## src/rtl/rr_arbiter4_if.sv

```systemverilog
// rr_arbiter4_if: request/grant bundle between requesters and the round-robin arbiter.
//   req       [3:0]  request vector, bit i = requester i wants access (level-sensitive)
//   gnt       [3:0]  registered one-hot (or zero) grant, bit order matches req
//   gnt_valid        registered, equals |gnt
//   gnt_new          registered, one-cycle pulse on the first cycle of every new grant
// Modports: master = requester side (drives req), slave = arbiter side (drives grants).
interface rr_arbiter4_if;
   logic [3:0] req;
   logic [3:0] gnt;
   logic       gnt_valid;
   logic       gnt_new;

   modport master (
      output req,
      input  gnt,
      input  gnt_valid,
      input  gnt_new
   );

   modport slave (
      input  req,
      output gnt,
      output gnt_valid,
      output gnt_new
   );
endinterface

```

## src/rtl/rr_arbiter4.sv

```systemverilog
// rr_arbiter4: four-requester round-robin arbiter with grant locking and a bounded hold time.
// The grant vector is registered and always one-hot or all-zero, so it can feed the 4-to-2
// index encoder directly.
// Parameters:
//   MAX_HOLD  maximum consecutive grant cycles for a contended requester (1..255)
// Ports:
//   clk   clock, all logic on the rising edge
//   rst   synchronous active-high reset
//   bus   rr_arbiter4_if.slave: req in; gnt, gnt_valid, gnt_new out (all registered)
module rr_arbiter4 #(
   parameter int unsigned MAX_HOLD = 8
) (
   input  logic           clk,
   input  logic           rst,
   rr_arbiter4_if.slave   bus
);

   localparam logic [7:0] HoldMax = 8'(MAX_HOLD);

   typedef enum logic [0:0] {StIdle, StGrant} state_e;

   state_e     state_q, state_d;
   logic [1:0] ptr_q, ptr_d;          // last granted requester; the holder while in StGrant
   logic [7:0] hold_cnt_q, hold_cnt_d;
   logic       grant_change;          // next state starts a fresh grant
   logic [3:0] gnt_q, gnt_d;
   logic       gnt_valid_q, gnt_valid_d;
   logic       gnt_new_q, gnt_new_d;

   logic       srch_found;
   logic [1:0] srch_idx;
   logic       others_pending;

   // Returns {found, idx} for the first set bit of r in the order base+1 .. base+4 (mod 4).
   // Iterating from the far end lets the nearest hit overwrite the others.
   function automatic logic [2:0] rr_search(input logic [1:0] base, input logic [3:0] r);
      logic [2:0] res;
      logic [1:0] idx;
      res = 3'b000;
      for (int d = 4; d >= 1; d--) begin
         idx = base + 2'(d);
         if (r[idx]) begin
            res = {1'b1, idx};
         end
      end
      return res;
   endfunction

   // One search serves every case: from IDLE it starts after the last grant; while holding it
   // starts after the holder, so the holder itself is only reached last and any competitor
   // wins first (preemption), while a released holder has req[i]=0 and is skipped anyway.
   always_comb begin
      {srch_found, srch_idx} = rr_search(ptr_q, bus.req);
      others_pending         = |(bus.req & ~(4'b0001 << ptr_q));
   end

   // State register, including the registered outputs.
   always_ff @(posedge clk) begin
      if (rst) begin
         state_q     <= StIdle;
         ptr_q       <= 2'd3;
         hold_cnt_q  <= 8'd0;
         gnt_q       <= 4'b0000;
         gnt_valid_q <= 1'b0;
         gnt_new_q   <= 1'b0;
      end else begin
         state_q     <= state_d;
         ptr_q       <= ptr_d;
         hold_cnt_q  <= hold_cnt_d;
         gnt_q       <= gnt_d;
         gnt_valid_q <= gnt_valid_d;
         gnt_new_q   <= gnt_new_d;
      end
   end

   // Next-state logic.
   always_comb begin
      state_d      = state_q;
      ptr_d        = ptr_q;
      hold_cnt_d   = hold_cnt_q;
      grant_change = 1'b0;
      unique case (state_q)
         StIdle: begin
            if (srch_found) begin
               state_d      = StGrant;
               ptr_d        = srch_idx;
               hold_cnt_d   = 8'd1;
               grant_change = 1'b1;
            end
         end
         StGrant: begin
            if (!bus.req[ptr_q]) begin
               if (srch_found) begin
                  // Direct hand-over, no idle bubble.
                  ptr_d        = srch_idx;
                  hold_cnt_d   = 8'd1;
                  grant_change = 1'b1;
               end else begin
                  state_d    = StIdle;
                  hold_cnt_d = 8'd0;
               end
            end else if (hold_cnt_q >= HoldMax && others_pending) begin
               ptr_d        = srch_idx;
               hold_cnt_d   = 8'd1;
               grant_change = 1'b1;
            end else if (hold_cnt_q < HoldMax) begin
               hold_cnt_d = hold_cnt_q + 8'd1;
            end
         end
         default: begin
            state_d = StIdle;
         end
      endcase
   end

   // Output logic, computed from the next state so the outputs come out registered.
   always_comb begin
      gnt_d       = 4'b0000;
      gnt_valid_d = 1'b0;
      gnt_new_d   = grant_change;
      if (state_d == StGrant) begin
         gnt_d       = 4'b0001 << ptr_d;
         gnt_valid_d = 1'b1;
      end
   end

   assign bus.gnt       = gnt_q;
   assign bus.gnt_valid = gnt_valid_q;
   assign bus.gnt_new   = gnt_new_q;

endmodule

```

## src/flat_wrapper.sv

```systemverilog
// flat-port wrapper written by rule: the top's interface ports become plain ports
module rr_arbiter4_flat 
#(
   parameter int unsigned MAX_HOLD = 8
)
  (clk, rst, bus_req, bus_gnt, bus_gnt_valid, bus_gnt_new);
  rr_arbiter4_if bus_i ();
  input  logic clk;
  input  logic rst;
  input wire logic [$bits(bus_i.req)-1:0] bus_req;
  output wire logic [$bits(bus_i.gnt)-1:0] bus_gnt;
  output wire logic [$bits(bus_i.gnt_valid)-1:0] bus_gnt_valid;
  output wire logic [$bits(bus_i.gnt_new)-1:0] bus_gnt_new;
  assign bus_i.req = bus_req;
  assign bus_gnt = bus_i.gnt;
  assign bus_gnt_valid = bus_i.gnt_valid;
  assign bus_gnt_new = bus_i.gnt_new;
  rr_arbiter4 #(.MAX_HOLD(MAX_HOLD)) u_core (.clk(clk), .rst(rst), .bus(bus_i));
endmodule
```

## config.mk

```make
export PLATFORM = sky130hd
export DESIGN_NAME = rr_arbiter4_flat
export DESIGN_NICKNAME = d
export VERILOG_FILES = /design/src/rtl/rr_arbiter4_if.sv /design/src/rtl/rr_arbiter4.sv /design/src/flat_wrapper.sv
export SDC_FILE = /design/constraint.sdc
export NUM_CORES = 1
export LEC_CHECK = 0
export BUFFER_PORTS_ARGS = -buffer_cell sky130_fd_sc_hd__buf_2
export CAP_MARGIN = 20
export CORE_MARGIN = 2
export CORE_UTILIZATION = 50
export DETAILED_ROUTE_END_ITERATION = 7
export GPL_ROUTABILITY_DRIVEN = 1
export HOLD_SLACK_MARGIN = 0.08
export PLACE_DENSITY = 0.76
export SLEW_MARGIN = 20
export SYNTH_ARGS = -nofsm -noshare
export SYNTH_HDL_FRONTEND = slang
export SYNTH_SLANG_ARGS = --single-unit
```

## constraint.sdc

```tcl
create_clock -name clk -period 4.1 [get_ports clk]
set_input_delay 0.41 -clock clk [delete_from_list [all_inputs] [get_ports clk]]
set_output_delay 0.41 -clock clk [all_outputs]
set_load 0.05 [all_outputs]
```

**Yosys cells after proc, flatten, opt, wreduce, memory -nomap -nowiden**

Cells that the tools add are included.

- Register bits: 17
- Input port bits: 6
- Output and inout bits: 6
- Word-level logic and storage cells: 57

- Add/subtract/negate cells: 4
- Magnitude comparators: 6
- Equal/unequal tests: 2
- Shift operators: 2
- Multiplexer cells: 29
- Bitwise operators: 4
- Reductions and logical operators: 4

Operator list:

| operator | number |
|---|---|
| $mux 8 | 4 |
| $pmux 8 s2 | 1 |
| $lt 2x3->1 const B | 4 |
| $mux 3 | 4 |
| $mux 1 | 10 |
| $add 8x1->8 const B | 1 |
| $bmux 1 s2 | 4 |
| $ge 8x4->1 const B | 1 |
| $lt 8x4->1 const B | 1 |
| $shl 1x2->4 const A | 2 |
| $mux 2 | 3 |
| $add 2x2->2 const B | 2 |
| $and 4x4->4 | 1 |
| $ne 4x4->1 const B | 1 |
| $not 4->4 | 1 |
| $pmux 1 s2 | 2 |
| $pmux 2 s2 | 1 |
| $reduce_or 4->1 | 1 |
| $add 2x1->2 const B | 1 |
| $ne 2x1->1 const B | 1 |
| $not 1->1 | 2 |
| $reduce_and 2->1 | 1 |
| $reduce_or 2->1 | 1 |
| $logic_and 1x1->1 | 1 |

**Longest topological paths before layout**

Gate-level depths: netlist of the first run.

- Depth in word-level cells: 11
- Gate-level depth with buffers: 8
- Mapped depth without buffers: 7

**Worst setup path after synthesis of the first run**

Ideal clock, no wire load.

- Path type: register to register
- Start point: register u_core.ptr_q[0]
- End point: register u_core.gnt_q[1] (netlist: u_core.bus.gnt[1])
- Setup time: 0.116 ns
- Arrival time: 2.032 ns
- Required time: 3.984 ns
- Slack: 1.951 ns
- Stages on the path, launching flop included: 9
- Path buffers: 1
- Clock period less this slack: 2.149 ns
- Path through: dfxtp_1 buf_4 inv_1 ha_1 nor2b_1 or3_1 a211oi_1 or4_4 and4_1

- Cells in the longest elaborated chain, start to end: 11
- Elaborated cells between the ends (all ways): 30
- Those cells by class: add/sub: 3; shift: 2; mux: 19; bitwise: 3; reduce/logical: 3

RTL lines:

| what | RTL line | source |
|---|---|---|
| from (decl) | rr_arbiter4.sv:23 | `logic [1:0] ptr_q, ptr_d;` |
| from (signal assigned) | rr_arbiter4.sv:68 | `ptr_q <= ptr_d;` |
| $add 2x2->2 / $bmux 1 s2 (equally long branches) | rr_arbiter4.sv:41, rr_arbiter4.sv:42, rr_arbiter4.sv:92 |  |
| $bmux 1 s2 / $mux 1 (equally long branches) | rr_arbiter4.sv:42, rr_arbiter4.sv:92 |  |
| $mux 1 (implied by the code) / $mux 3 (equally long branches) | rr_arbiter4.sv:42 | `if (r[idx]) begin` |
| $mux 3 (3 in series) | rr_arbiter4.sv:42 |  |
| $mux 1 | rr_arbiter4.sv:84, rr_arbiter4.sv:93 |  |
| $mux 1 | rr_arbiter4.sv:92 | `if (!bus.req[ptr_q]) begin` |
| $pmux 1 s2 | rr_arbiter4.sv:82 | `unique case (state_q)` |
| $not 1->1 (no source line) | n/a |  |
| $reduce_or 2->1 (no source line) | n/a |  |
| to (signal assigned) | rr_arbiter4.sv:70 | `gnt_q <= gnt_d;` |
| to (decl) | rr_arbiter4.sv:26 | `logic [3:0] gnt_q, gnt_d;` |

Parallel ways exist; a longest one is shown, timed or not. The select of a mux whose other input is x is not followed.
A chain may end at the register's enable or synchronous reset.

**Worst setup path in the final report of the first run**

- Start point: register u_core.ptr_q[0]
- End point: register u_core.gnt_q[3] (netlist: u_core.bus.gnt[3])

The elaborated chain is that of the path after synthesis.

==> run_results.csv, run 1 <==
group,metric,value,unit
route,vias_per_cell,5.82,
clocking,cts_tree,"yes",
logic_synthesis,syn-cell-area,0.00100,sq mm
clocking,clockRootBuffer,"clkbuf_4",
critical_path,r2r-end,"u_core.bus.gnt[3]",
cells_and_area,drive_above_1_share,0.190,
flow_run,cap_violations,0,
global_route,antenna_found_initial,0,
cells_and_area,fin_area,0.00110,sq mm
status,status,"completed",
critical_path,critPathMaxFanout,14,
logic_synthesis,synth_top_area_frac,0.320,
global_route,grt_remaining_overflow,0,
die,dieWidth,48.8,um
clocking,cts_sinks,16,
clocking,clk_path_buf_depth,2,
cells_and_area,final_cells,148,
route,drc,0,
logic_synthesis,synth_cells,110,
die,die_h,48.8,um
timing,worst_clock_skew,3.53,ps
critical_path,cp-startpoint,"u_core.ptr_q[0]",
hold_path,min_path_type,"in2reg",
critical_path,cp-endpoint,"u_core.bus.gnt[3]",
hold_path,worstHoldPathCells,2,
critical_path,r2r-start,"u_core.ptr_q[0]",
route,num_vias,862,
power_and_ir_drop,seqPwrFrac,0.343,
critical_path,reg2reg_depth,7,
critical_path,startpoint_type,"register",
clocking,clk_latency,290,ps
cells_and_area,layout_common_cells,"dfxtp_1 (16), buf_2 (11), inv_1 (8), nor2b_1 (8)",
logic_synthesis,synth_cell_types,41,
logic_synthesis,synth_area_leaders,"dfxtp_1 (32%), ha_1 (7.5%), nor2b_1 (5.0%)",
placement,io_buffer_count,11,
timing,rsz0062_at_grt,"false",
power_and_ir_drop,switching_share,0.441,
power_and_ir_drop,peakVddDrop,417,uV
placement,gp_congestion,0.884,
power_and_ir_drop,power_switching,0.287,mW
clocking,hold_buffers,0,
timing,period_share,0.635,
placement,placed_cell_area,0.00106,sq mm
timing,setup_viol,0,
critical_path,end_kind,"register",
logic_synthesis,yosysWarnings,0,
die,initial_core_util,0.521,
power_and_ir_drop,leakagePower,0.466,nW
timing,hold_viol,0,
logic_synthesis,ys_ff_latch,16,
logic_synthesis,yosysSeqAreaShare,0.320,
cells_and_area,syn_to_final_growth,9.86,%
die,io_pins,12,
timing,tightest_slew,617,ps
timing,fin_tns_setup,0,ps
timing,holdWs,368,ps
logic_synthesis,synth_top_cell_by_area,"dfxtp_1",
clocking,clkTransAtPathRegs,90,ps
timing,clock.fmax,384,MHz
cells_and_area,n_antenna_cell,0,
cells_and_area,layout.nets,134,
clocking,numCtsBuffers,3,
die,dieArea,0.00238,sq mm
power_and_ir_drop,clkPwrFrac,0.159,
global_route,grt_pass1_wl,3.63,mm
logic_synthesis,avgSynthCellArea,9.11,sq um
route,first_pass_iters,4,
clocking,post-cts-setup-buffers,0,
global_route,grt_pass1_vias,794,
route,drtIter0Drc,28,
cells_and_area,fin_util,0.573,
timing,min_period,2600,ps
clocking,cts_max_level,1,
route,wire_per_inst,14.0,um
cells_and_area,layout_commonest_cell,"dfxtp_1",
clocking,ctsResizeCount,0,
placement,dp_cells,144,
timing,drv_slew,0,
global_route,grt_use_total,0.192,
die,num_rows,16,
critical_path,crit_type,"reg2reg",
global_route,grt_max_degree,15,
timing,slew_headroom,0.585,
critical_path,cp_data_arrival_time,2800,ps
die,core,0.00192,sq mm
power_and_ir_drop,share_comb_of_total_power,0.498,
route,ant_nets,0,
power_and_ir_drop,p_int,0.363,mW
critical_path,required,4300,ps
route,routed_wl,2.07,mm
cells_and_area,fill_cells,191,
logic_synthesis,syn_nets,122,
placement,dp_hpwl,1.54,mm
critical_path,ff2ff_setup_slack,1500,ps
power_and_ir_drop,power_density,590,mW/mm^2
[flip-flops by register name (all words and copies together) (netlist names)]
signal,flops
u_core.bus.gnt,4
u_core.bus.gnt_new,1
u_core.bus.gnt_valid,1
u_core.hold_cnt_q,8
u_core.ptr_q,2
[through the flow]
step	worst slack, ps	power [mW]
after floorplan	1950	0.488
after global placement	1560	0.537
after detailed placement	1530	0.548
after CTS	1500	0.652
after global routing	1220	0.697
final	1500	0.650
[cell usage after synthesis]
library cell,number
nor2_1,6
nor2b_1,8
nor3_1,3
a21oi_1,3
nand3_1,1
buf_4,1
a221oi_1,1
o22ai_1,1
a21o_1,1
a41oi_1,2
o32a_1,1
o21a_1,1
a211oi_2,2
a31oi_2,1
or4_1,2
a211o_1,1
o211a_1,1
dfxtp_1,16
mux4_2,1
and4_1,2
or4_4,1
buf_6,1
inv_1,8
clkbuf_1,2
mux2i_1,4
nand2_1,6
o32ai_1,1
or3_1,1
a2111oi_4,1
mux2_2,1
o221ai_1,1
nand4_1,1
and2_1,2
o21ai_0,5
nor4_1,3
a211oi_1,1
or2_2,1
a31oi_1,2
ha_1,6
o211ai_1,4
nand2b_1,3
[cells by family (layout without fill, tap and decap cells)]
family / after synthesis / after routing / synth area share
DFF: 16 / 16 / 0.320
adders and majority gates: 6 / 6 / 0.0749
muxes: 6 / 6 / 0.0737
AOI/OAI and AO/OA: 30 / 30 / 0.248
and+or+nand+nor: 40 / 40 / 0.227
buffers and inverters: 12 / 23 / 0.0562
[worst max-delay path: stages (launching register included)]
cell and delay (ps):
dfxtp_1 680, inv_1 210, ha_1 430, nor2b_1 90, or3_1 310, a211oi_1 340
nor4_1 150, nor4_1 290
[power groups by stage]
| stage | combinational [mW] | sequential (mW) | clock [mW] |
|---|---|---|---|
| 6_report | 0.323 | 0.223 | 0.104 |
| 5_1_grt | 0.352 | 0.229 | 0.116 |
| 4_1_cts | 0.323 | 0.223 | 0.106 |
| 3_5_place_dp | 0.322 | 0.226 | 0 |
| 3_3_place_gp | 0.313 | 0.223 | 0 |
| 2_1_floorplan | 0.219 | 0.269 | 0 |
[worst min-delay path by stage]
stage / slack, ps / startpoint / endpoint
6_report: 370 / rst / u_core.hold_cnt_q[1]
5_1_grt: 360 / rst / u_core.hold_cnt_q[1]
3_5_place_dp: 440 / u_core.hold_cnt_q[7] / u_core.hold_cnt_q[7]
2_1_floorplan: 420 / u_core.hold_cnt_q[7] / u_core.hold_cnt_q[7]
4_1_cts: 360 / rst / u_core.hold_cnt_q[1]
3_3_place_gp: 450 / u_core.hold_cnt_q[7] / u_core.hold_cnt_q[7]
[layout make-up]
cell class / count / area, sq um / share of cell area
Sequential cell: 16 / 320 / 0.291
Clock buffer: 4 / 36.3 / 0.0330
Timing Repair Buffer: 11 / 55.1 / 0.0500
Multi-Input combinational cell: 82 / 626 / 0.568
Tap cell: 27 / 33.8 / 0.0307
Inverter: 8 / 30.0 / 0.0273
[layer usage]
metal,GRT usage,up-vias,share of wire
met5,0,-,0
li1,-,438,-
met1,0.265,406,0.49
met4,0.0857,0,0.014
met2,0.297,14,0.47
met3,0.0307,4,0.025
No activity file was read; power rests on OpenSTA's default activity.
==> run 2, diff against run 1 <==
Clock period 4.1 ns to 2.7 ns, I/O delays scaled along.
==> run_results.csv, run 2 (synthesis gave the netlist of run 1 again) <==
group,metric,value,unit
critical_path,cp.depth,7,
critical_path,crit_buf_inv,1,
clocking,cts_max_level,1,
critical_path,reg2reg_depth,7,
timing,hold_viol,0,
critical_path,worst_path_largest_cell_delay,500,ps
placement,gp_congestion,0.794,
timing,tightest_slew,618,ps
critical_path,end_kind,"register",
die,num_rows,16,
timing,worst_clock_skew,3.79,ps
critical_path,startpoint_type,"register",
clocking,post-cts-setup-buffers,0,
cells_and_area,layout_common_cells,"dfxtp_1 (16), buf_2 (11), inv_1 (8), nor2b_1 (8)",
timing,clock.fmax,436,MHz
global_route,grt_max_degree,12,
clocking,clk_path_buf_depth,2,
cells_and_area,n_antenna_cell,0,
power_and_ir_drop,p_int,0.560,mW
clocking,cts_tree,"yes",
cells_and_area,layout_commonest_cell,"dfxtp_1",
placement,io_buffer_count,11,
timing,period_share,0.850,
power_and_ir_drop,seqPwrFrac,0.322,
clocking,clk_latency,290,ps
die,initial_core_util,0.521,
timing,slew_headroom,0.584,
critical_path,critPathMaxFanout,7,
critical_path,critical_path.slowest_cell,"dfxtp_1",
timing,fin_tns_setup,0,ps
placement,placed_cell_area,0.00107,sq mm
route,wire_per_inst,13.5,um
cells_and_area,final_cells,149,
route,vias_per_cell,5.65,
clocking,ctsResizeCount,0,
critical_path,crit_top_cell,"nor4_1",
global_route,grt_remaining_overflow,0,
route,drc,0,
clocking,clkTransAtPathRegs,90,ps
global_route,grt_pass1_wl,3.55,mm
cells_and_area,fin_util,0.577,
route,first_pass_iters,4,
clocking,clockRootBuffer,"clkbuf_4",
power_and_ir_drop,power_density,895,mW/mm^2
cells_and_area,drive_above_1_share,0.197,
hold_path,min_path_type,"in2reg",
timing,holdWs,207,ps
critical_path,cp_cell_sequence,"inv_1 -> ha_1 -> nor2b_1 -> or3_1 -> a211oi_1 -> nor4_1 -> nor4_1",
cells_and_area,fill_cells,190,
flow_run,cap_violations,0,
placement,dp_hpwl,1.49,mm
global_route,grt_pass1_vias,854,
timing,setup_viol,0,
power_and_ir_drop,leakagePower,0.471,nW
power_and_ir_drop,clkPwrFrac,0.160,
route,routed_wl,2.02,mm
cells_and_area,top_register,"u_core.hold_cnt_q",
clocking,hold_buffers,0,
die,io_pins,12,
clocking,cts_sinks,16,
cells_and_area,fin_area,0.00111,sq mm
cells_and_area,syn_to_final_growth,10.6,%
placement,dp_cells,145,
route,drtIter0Drc,19,
die,die_h,48.8,um
cells_and_area,largest_reg_flops,8,
power_and_ir_drop,switching_share,0.436,
die,core,0.00192,sq mm
power_and_ir_drop,peakVddDrop,527,uV
timing,rsz0062_at_grt,"false",
critical_path,crit_type,"reg2reg",
critical_path,cp_top_family,"simple AND/OR/NAND/NOR gates",
route,num_vias,842,
route,ant_nets,0,
die,dieWidth,48.8,um
hold_path,worstHoldPathCells,2,
critical_path,required,2900,ps
critical_path,ff2ff_setup_slack,410,ps
die,dieArea,0.00238,sq mm
clocking,numCtsBuffers,3,
power_and_ir_drop,power_switching,0.433,mW
timing,drv_slew,0,
power_and_ir_drop,share_comb_of_total_power,0.518,
global_route,antenna_found_initial,0,
status,status,"completed",
cells_and_area,layout.nets,135,
global_route,grt_use_total,0.190,
timing,min_period,2290,ps
critical_path,cp_data_arrival_time,2500,ps
-- run 2: worst paths after layout --
kind | from | end
setup / recovery | u_core.ptr_q[0] | u_core.bus.gnt[3]
hold / removal | rst | u_core.hold_cnt_q[1]
setup reg to reg | u_core.ptr_q[0] | u_core.bus.gnt[3]
hold reg to reg | u_core.hold_cnt_q[7] | u_core.hold_cnt_q[7]
-- run 2: power groups by stage --
stage | logic (mW) | clock network, mW | registers (mW)
floorplan | 0.332 | 0 | 0.409
global placement | 0.505 | 0 | 0.322
detailed placement | 0.516 | 0 | 0.326
CTS | 0.517 | 0.163 | 0.320
global route | 0.565 | 0.173 | 0.328
finish | 0.514 | 0.159 | 0.320
-- run 2: worst reg2reg max path: cells and delay by family (launching register included) --
kind	cells	cell delay [ps]
buffers and inverters	1	160
adder cells (fa/ha/maj)	1	390
AND/OR/NAND/NOR	4	820
AO/OA/AOI/OAI	1	350
flip-flops	1	500
-- run 2: final cells by class --
cell class | count | area [sq um] | share of cell area
multi-input cells | 82 | 626 | 0.564
flip-flops and latches | 16 | 320 | 0.289
well taps | 27 | 33.8 | 0.0305
repair buffers | 12 | 62.6 | 0.0564
inverters | 8 | 30.0 | 0.0271
clock buffers | 4 | 36.3 | 0.0327
-- run 2: per-stage QoR --
stage	worst slack, ps	total power, mW
after floorplan	551	0.742
after detailed placement	394	0.842
after global routing	137	1.07
final	405	0.993
after CTS	395	1.00
after global placement	449	0.827
-- run 2: metal layers --
metal | share of wire | wire length, um | GRT usage
met3 | 0.026 | 52 | 0.0337
met5 | 0 | 0 | 0
met1 | 0.48 | 963 | 0.232
met2 | 0.48 | 958 | 0.324
met4 | 0.020 | 41 | 0.0857
==> run 3, diff against run 2 <==
Settings changed: PLACE_DENSITY 0.76 to 0.79.
Clock period 2.7 ns to 2 ns, I/O delays scaled along.
==> run_results.csv, run 3 (synthesis gave the netlist of run 1 again) <==
group,metric,value,unit
clocking,hold_buffers,0,
hold_path,worstHoldPathCells,2,
clocking,cts_sinks,16,
power_and_ir_drop,power_switching,0.760,mW
timing,period_share,1.02,
critical_path,required,2230,ps
route,routed_wl,2.82,mm
critical_path,ff2ff_setup_slack,-40,ps
route,num_vias,987,
timing,min_period,2040,ps
timing,tightest_slew,787,ps
clocking,cts_max_level,1,
power_and_ir_drop,share_comb_of_total_power,0.608,
cells_and_area,drive_above_1_share,0.433,
critical_path,reg2reg_depth,7,
placement,dp_hpwl,1.81,mm
critical_path,end_kind,"register",
status,status,"finished, violations left",
timing,rsz0062_at_grt,"true",
timing,worst_clock_skew,10.7,ps
placement,dpl_worst_slack,-19.9,ps
power_and_ir_drop,clkPwrFrac,0.135,
route,vias_per_cell,5.88,
timing,hold_viol,0,
cells_and_area,layout_commonest_cell,"buf_4",
global_route,grt_remaining_overflow,0,
timing,slew_headroom,0.470,
route,ant_nets,0,
status,violations,"setup timing",
die,core,0.00192,sq mm
cells_and_area,n_antenna_cell,0,
critical_path,cp_cell_sequence,"inv_2 -> ha_1 -> inv_1 -> a2111oi_4 -> o21ai_2 -> mux2_4 -> nor4_4",
flow_run,cap_violations,0,
route,drtIter0Drc,25,
critical_path,cp_data_arrival_time,2270,ps
power_and_ir_drop,p_int,0.954,mW
route,wire_per_inst,16.8,um
power_and_ir_drop,power_density,1260,mW/mm^2
die,die_h,48.8,um
critical_path,cp-startpoint,"u_core.ptr_q[1]",
die,dieWidth,48.8,um
clocking,clk_path_buf_depth,2,
critical_path,critPathMaxFanout,4,
power_and_ir_drop,peakVddDrop,979,uV
timing,worst_slack,-42.1,ps
critical_path,crit_type,"reg2reg",
critical_path,worst_path_largest_cell_delay,470,ps
global_route,grt_pass1_wl,4.34,mm
die,dieArea,0.00238,sq mm
clocking,numCtsBuffers,3,
power_and_ir_drop,switching_share,0.443,
placement,gp_congestion,0.842,
cells_and_area,largest_reg_flops,8,
critical_path,critical_path.slowest_cell,"a2111oi_4",
hold_path,min_path_type,"in2reg",
clocking,cts_tree,"yes",
route,first_pass_iters,4,
critical_path,r2r-end,"u_core.bus.gnt[3]",
route,drc,0,
placement,io_buffer_count,11,
power_and_ir_drop,leakagePower,0.587,nW
power_and_ir_drop,seqPwrFrac,0.257,
critical_path,startpoint_type,"register",
clocking,clkTransAtPathRegs,110,ps
timing,clock.fmax,490,MHz
global_route,grt_max_degree,11,
global_route,grt_pass1_vias,937,
global_route,grt_use_total,0.234,
cells_and_area,syn_to_final_growth,36.0,%
clocking,clk_latency,310,ps
cells_and_area,layout.nets,154,
timing,drv_slew,0,
power_and_ir_drop,p_total,1.71,mW
die,io_pins,12,
cells_and_area,top_register,"u_core.hold_cnt_q",
die,num_rows,16,
cells_and_area,layout_common_cells,"buf_4 (18), dfxtp_1 (14), buf_2 (11)",
critical_path,cp-endpoint,"u_core.bus.gnt[3]",
critical_path,r2r-start,"u_core.ptr_q[1]",
cells_and_area,fill_cells,139,
global_route,antenna_found_initial,0,
timing,setup_viol,3,
clocking,clockRootBuffer,"clkbuf_4",
die,initial_core_util,0.521,
==> run 3: how the worst min path moves through the flow <==
stage	from	endpoint	slack [ps]
5_1_grt	rst	u_core.hold_cnt_q[1]	150
6_report	rst	u_core.hold_cnt_q[1]	140
3_5_place_dp	u_core.hold_cnt_q[7]	u_core.hold_cnt_q[7]	440
2_1_floorplan	rst	u_core.hold_cnt_q[1]	270
4_1_cts	rst	u_core.hold_cnt_q[1]	140
3_3_place_gp	u_core.hold_cnt_q[7]	u_core.hold_cnt_q[7]	440
==> run 3: area by class of cell <==
type	instances	area [sq um]	share of cell area
clock buffer	4	36.3	0.0266
tap	27	33.8	0.0248
timing repair buffer	31	206	0.152
inverter	8	32.5	0.0239
multi-input combinational	82	726	0.533
sequential	16	328	0.241
==> run 3: power groups by stage <==
stage / combinational, mW / clock, mW / sequential, mW
after floorplan: 0.486 / 0 / 0.558
after global placement: 0.813 / 0 / 0.441
after detailed placement: 0.852 / 0 / 0.443
after CTS: 0.861 / 0.228 / 0.442
after global routing: 1.11 / 0.241 / 0.449
final: 1.04 / 0.232 / 0.441
==> run 3: through the flow <==
step | utilization | hold WS (ps) | instances | cell area [sq um] | setup TNS [ps]
4_1_cts | 0.653 | 140 | 165 | 1250 | -17.8
6_report | 0.709 | 143 | 168 | 1360 | -75.2
3_3_place_gp | 0.631 | 441 | 161 | 1210 | 0
5_1_grt | 0.709 | 151 | 168 | 1360 | -845
3_5_place_dp | 0.631 | 440 | 161 | 1210 | -60.6
2_1_floorplan | - | 269 | 110 | 1030 | 0
==> run 3: repair_timing <==
| action | 4_1_cts | 5_1_grt |
|---|---|---|
| gates resized for setup | 3 | 17 |
| buffers inserted | 0 | 3 |
| pin swaps | 0 | 6 |
| endpoints found under the setup margin | 8 | 13 |
==> run 3: worst max-delay path, delay by kind of cell, from the launching register on <==
| kind | cells | cell delay, ps |
|---|---|---|
| muxes | 1 | 370 |
| DFF | 1 | 370 |
| AOI/OAI and AO/OA | 2 | 590 |
| and+or+nand+nor | 1 | 290 |
| buffers and inverters | 2 | 170 |
| adders and majority gates | 1 | 170 |
==> run 3: metal layers <==
layer / share of wire / routed length [um] / track usage / vias up
met5: 0 / 0 / 0 / -
met4: 0.018 / 51 / 0.0714 / 0
met3: 0.049 / 137 / 0.0552 / 6
met2: 0.52 / 1450 / 0.400 / 34
met1: 0.42 / 1170 / 0.292 / 472
li1: - / - / - / 475
